`src/rtl/mini_pkg.sv`:
```
// Shared constants and types for the MINI datapath arithmetic blocks.
// Holds the serial-subtractor state encoding and default operand width.
package mini_pkg;

  localparam int MINI_WIDTH = 4;

  typedef enum logic [1:0] {
    ST_IDLE  = 2'd0,
    ST_SHIFT = 2'd1,
    ST_DONE  = 2'd2
  } state_t;

endpackage

```
`src/rtl/full_subtractor.sv`:
```
// One-bit full subtractor cell: d = a - b - bin, bout = borrow out.
// Ports: a, b, bin in; d, bout out. Purely combinational.
module full_subtractor (
  input  logic a,
  input  logic b,
  input  logic bin,
  output logic d,
  output logic bout
);

  assign d    = a ^ b ^ bin;
  assign bout = (~a & b) | (~(a ^ b) & bin);

endmodule

```
`src/rtl/serial_subtractor.sv`:
```
// Bit-serial subtractor, DIFF = A - B - BIN, LSB first over WIDTH cycles.
// Ports: CLK, RST_N, START, A, B, BIN in; BUSY, DONE, DIFF, BORROW, OVF, ZERO out.
module serial_subtractor
  import mini_pkg::*;
#(
  parameter int WIDTH = MINI_WIDTH
) (
  input  logic             CLK,
  input  logic             RST_N,
  input  logic             START,
  input  logic [WIDTH-1:0] A,
  input  logic [WIDTH-1:0] B,
  input  logic             BIN,
  output logic             BUSY,
  output logic             DONE,
  output logic [WIDTH-1:0] DIFF,
  output logic             BORROW,
  output logic             OVF,
  output logic             ZERO
);

  localparam int CW = $clog2(WIDTH + 1);

  state_t           state_q, state_d;
  logic [CW-1:0]    cnt_q, cnt_d;
  logic [WIDTH-1:0] a_q, a_d;
  logic [WIDTH-1:0] b_q, b_d;
  logic [WIDTH-1:0] res_q, res_d;
  logic             br_q, br_d;
  logic             amsb_q, amsb_d;
  logic             bmsb_q, bmsb_d;
  logic [WIDTH-1:0] diff_q, diff_d;
  logic             borrow_q, borrow_d;
  logic             ovf_q, ovf_d;
  logic             zero_q, zero_d;

  logic fs_d;
  logic fs_bout;

  full_subtractor u_fs (
    .a    (a_q[0]),
    .b    (b_q[0]),
    .bin  (br_q),
    .d    (fs_d),
    .bout (fs_bout)
  );

  always_comb begin
    state_d  = state_q;
    cnt_d    = cnt_q;
    a_d      = a_q;
    b_d      = b_q;
    res_d    = res_q;
    br_d     = br_q;
    amsb_d   = amsb_q;
    bmsb_d   = bmsb_q;
    diff_d   = diff_q;
    borrow_d = borrow_q;
    ovf_d    = ovf_q;
    zero_d   = zero_q;
    case (state_q)
      ST_IDLE: begin
        if (START) begin
          a_d     = A;
          b_d     = B;
          br_d    = BIN;
          amsb_d  = A[WIDTH-1];
          bmsb_d  = B[WIDTH-1];
          res_d   = '0;
          cnt_d   = '0;
          state_d = ST_SHIFT;
        end
      end
      ST_SHIFT: begin
        // New bit enters at the top; after WIDTH shifts bit i is at i.
        res_d = {fs_d, res_q[WIDTH-1:1]};
        a_d   = a_q >> 1;
        b_d   = b_q >> 1;
        br_d  = fs_bout;
        cnt_d = cnt_q + CW'(1);
        if (cnt_q == CW'(WIDTH - 1)) begin
          state_d  = ST_DONE;
          diff_d   = res_d;
          borrow_d = fs_bout;
          zero_d   = (res_d == '0);
          ovf_d    = (amsb_q ^ bmsb_q)
                   & (res_d[WIDTH-1] ^ amsb_q);
        end
      end
      ST_DONE: begin
        state_d = ST_IDLE;
      end
      default: begin
        state_d = ST_IDLE;
      end
    endcase
  end

  always_ff @(posedge CLK or negedge RST_N) begin
    if (!RST_N) begin
      state_q  <= ST_IDLE;
      cnt_q    <= '0;
      a_q      <= '0;
      b_q      <= '0;
      res_q    <= '0;
      br_q     <= 1'b0;
      amsb_q   <= 1'b0;
      bmsb_q   <= 1'b0;
      diff_q   <= '0;
      borrow_q <= 1'b0;
      ovf_q    <= 1'b0;
      zero_q   <= 1'b0;
    end else begin
      state_q  <= state_d;
      cnt_q    <= cnt_d;
      a_q      <= a_d;
      b_q      <= b_d;
      res_q    <= res_d;
      br_q     <= br_d;
      amsb_q   <= amsb_d;
      bmsb_q   <= bmsb_d;
      diff_q   <= diff_d;
      borrow_q <= borrow_d;
      ovf_q    <= ovf_d;
      zero_q   <= zero_d;
    end
  end

  assign BUSY   = (state_q == ST_SHIFT) || (state_q == ST_DONE);
  assign DONE   = (state_q == ST_DONE);
  assign DIFF   = diff_q;
  assign BORROW = borrow_q;
  assign OVF    = ovf_q;
  assign ZERO   = zero_q;

endmodule

```
`config.mk`:
```
export PLATFORM = sky130hd
export DESIGN_NAME = serial_subtractor
export DESIGN_NICKNAME = d
export VERILOG_FILES = /design/src/rtl/mini_pkg.sv /design/src/rtl/full_subtractor.sv /design/src/rtl/serial_subtractor.sv
export SDC_FILE = /design/constraint.sdc
export NUM_CORES = 1
export LEC_CHECK = 0
export ABC_CLOCK_PERIOD_IN_PS = 2100
export BUFFER_PORTS_ARGS = -buffer_cell sky130_fd_sc_hd__buf_2
export CAP_MARGIN = 20
export CELL_PAD_IN_SITES_DETAIL_PLACEMENT = 2
export CELL_PAD_IN_SITES_GLOBAL_PLACEMENT = 2
export CORE_UTILIZATION = 35
export DETAILED_ROUTE_END_ITERATION = 8
export PLACE_DENSITY = 0.8
export SYNTH_ARGS = -nofsm -noshare
export SYNTH_HDL_FRONTEND = slang
export SYNTH_HIERARCHICAL = 1
export SYNTH_SLANG_ARGS = --single-unit
```
`constraint.sdc`:
```
create_clock -name CLK -period 2.1 [get_ports CLK]
set_input_delay 0.42 -clock CLK [delete_from_list [all_inputs] [get_ports CLK]]
set_output_delay 0.42 -clock CLK [all_outputs]
set_load 0.05 [all_outputs]
```
==> run summary <==
Setup TNS = 0 ps
Resize count post-CTS = 0
Chip height = 62.4 um
Die W = 62.4 um
Number of global-route vias before repair = 1105
Via/cell ratio = 5.28
Register area share after synthesis = 51.0%
Synth top area share = 51.0%
Worst hold slack = 62.3 ps
Detailed Route WL = 3180 um
Dpl cells = 178
Drt wl/cell = 17.5 um
ANT nets after route = 0
Post-DP HPWL = 2300 um
DRT iter0 DRCs = 37
Final worst path period need = 1780 ps
Mapped Nets = 133
Clock sink count = 26
WS Path Type = reg2out
Final Hold Fails = 0
Area of the core = 3420 um2
Initial antenna violation count = 0
Row count = 21
Vias = 961
# Max-Cap Violations = 0
Power per cell area = 1770 nW/um2
IO buf count = 20
Starting density of the core = 37.4%
Synth-to-layout area growth = 14.7%
Crit. End Element = output pin
Post-synthesis cell area = 1280 um2
Layout cell share with drive strength beyond 1 = 27.2%
RSZ-0062 raised after global routing = no
CTS tree = built
Total GRT Usage = 18.3%
Yosys cell types = 25
Syn Area/Cell = 11.1 um2
Max Freq = 0.562 GHz
Status = finished, final reports clean
CTS hold repair buffers = 0
Pin count of the biggest net entering global routing = 27
Final Util = 42.9%
Nets = 155
Area leader, netlist = dfrtp_1
Grt ovf = 0
First-pass GRT wire length = 5440 um
Pins Over Slew Limit = 0
Post-route insts no fill = 182
Clock Tree Buf Depth = 2
H-tree Lvls = 1
Final Setup Violations = 0
CTS clock-pin slew for the worst setup and hold paths = 160 ps
Clk root buf = clkbuf_4
Post-CTS Setup Inserts = 0
CP Cell Sequence = inv_1 > ha_1 > buf_2
IO Count = 21
Total of flip-flops plus latches after synthesis = 26
DRC viols = 0
Data arrival, critical path = 1360 ps
N_diodes = 0
Worst skew pair latency = 340 ps
Tcrit/Tclk final = 84.7%
Pwr Total = 2.59 mW
Crit Path Max Fanout = 3
Synth warnings = 6
Req. time, crit path = 1680 ps
Leakage = 0.713 nW
Pre-Repair DR Iteration Count = 4
Synth area leaders = dfrtp_1 51%, mux2_2 6.2%, a221o_1 5.5%
Filler cells = 373
Gpl congestion = 0.754
Peak supply drop = 0.000756 V
CP startpoint kind = flip-flop
Hold Crit Class = in2async
Worst-margin pin slew = 613 ps
Area of the die = 3890 um2
Worst slew margin = 59.1%
Crit path largest cell delay = 410 ps
Synth Instances = 115
Clock Skew = 12.8 ps
Number of CTS-inserted buffers = 3
Worst path slowest cell = dfrtp_1
-- registers in the layout, summed over array words and instances, names as in the netlist, 2 cells and up --
name and count:
a_q 4, b_q 4, res_q 3, DIFF 4, state_q 2, cnt_q 3
-- cell type report --
class                      instances  area [um2]  share of cell area, %
clock buffer                       3        22.5                   1.54
clock inverter                     1        30.0                   2.05
inverter                           7        26.3                   1.79
multi-input combinational         76         554                   37.9
sequential                        26         651                   44.4
tap                               46        57.6                   3.93
timing repair buffer              23         123                   8.38
-- cells by family after synthesis --
| family | count (synthesis) | share of synthesized area, % |
|---|---|---|
| AOI/OAI and AO/OA | 29 | 15.3 |
| adders and majority gates | 6 | 6.47 |
| buffers and inverters | 13 | 5.59 |
| DFF | 26 | 51.0 |
| muxes | 8 | 7.25 |
| and+or+nand+nor | 33 | 14.4 |
-- final timing paths --
kind                            start      end  slack (ps)  cells after the start
setup / recovery           state_q[0]     BUSY         320                      3
hold / removal                  RST_N   BORROW          60                      1
setup reg to reg           state_q[1]  DIFF[1]         400                      4
hold reg to reg                   OVF      OVF         510                      2
max in group asynchronous       RST_N  DIFF[1]        1630                      1
min in group CLK                 A[3]   amsb_q         330                      2
-- cell usage after synthesis --
cell type,instances
a21oi_1,12
a22o_1,4
nand2b_1,7
fa_1,1
buf_4,1
and2_4,1
inv_1,7
nand2_1,9
a221o_1,7
nand2b_4,1
mux2_2,7
nand3_1,6
or4_1,1
ha_1,5
o21ai_1,2
nor3b_1,1
dfrtp_1,26
mux2i_2,1
and3_1,2
o21ai_0,4
and3b_1,1
buf_6,2
buf_2,3
nor2b_1,1
nor2_1,3
-- placed cells by master (no fill, tap or decap) --
cell and instances:
dfrtp_1 26, buf_2 20, a21oi_1 12, nand2_1 9, inv_1 7, mux2_2 7
nand2b_1 7, a221o_1 7, nand3_1 6, ha_1 5, o21ai_0 4, a22o_1 4
nor2_1 3, clkbuf_4 3, buf_4 3, and3_1 2, o21ai_1 2, and3b_1 1
or4_1 1, mux2i_2 1, nand2b_4 1, and2_4 1, nor2b_1 1, nor3b_1 1
bufinv_16 1, fa_1 1
-- power breakdown --
part           internal [mW]  switching (mW)  total (mW)
registers              0.713           0.149       0.862
logic                  0.515           0.857        1.37
clock network          0.193           0.163       0.357
total                   1.42            1.17        2.59
-- through the flow --
step	setup WS, ps	area [um2]
2_1_floorplan	584	1280
3_3_place_gp	474	1410
3_5_place_dp	394	1410
4_1_cts	310	1460
5_1_grt	258	1460
6_report	322	1460
-- routing by layer --
metal  up-vias  GRT usage, %  part of all wire (%)
li1        446             -                     -
met1       495          22.8                    44
met2        16          31.6                    51
met3         4          2.74                   2.5
met4         0          7.85                   1.7
met5         -             0                     0
-- worst max-delay path, delay by kind of cell (launching register included) --
| family | cells | cell delay [ps] |
|---|---|---|
| DFF | 1 | 410 |
| buffers and inverters | 2 | 330 |
| adders and majority gates | 1 | 270 |
Power figures use the tool's default switching activity.
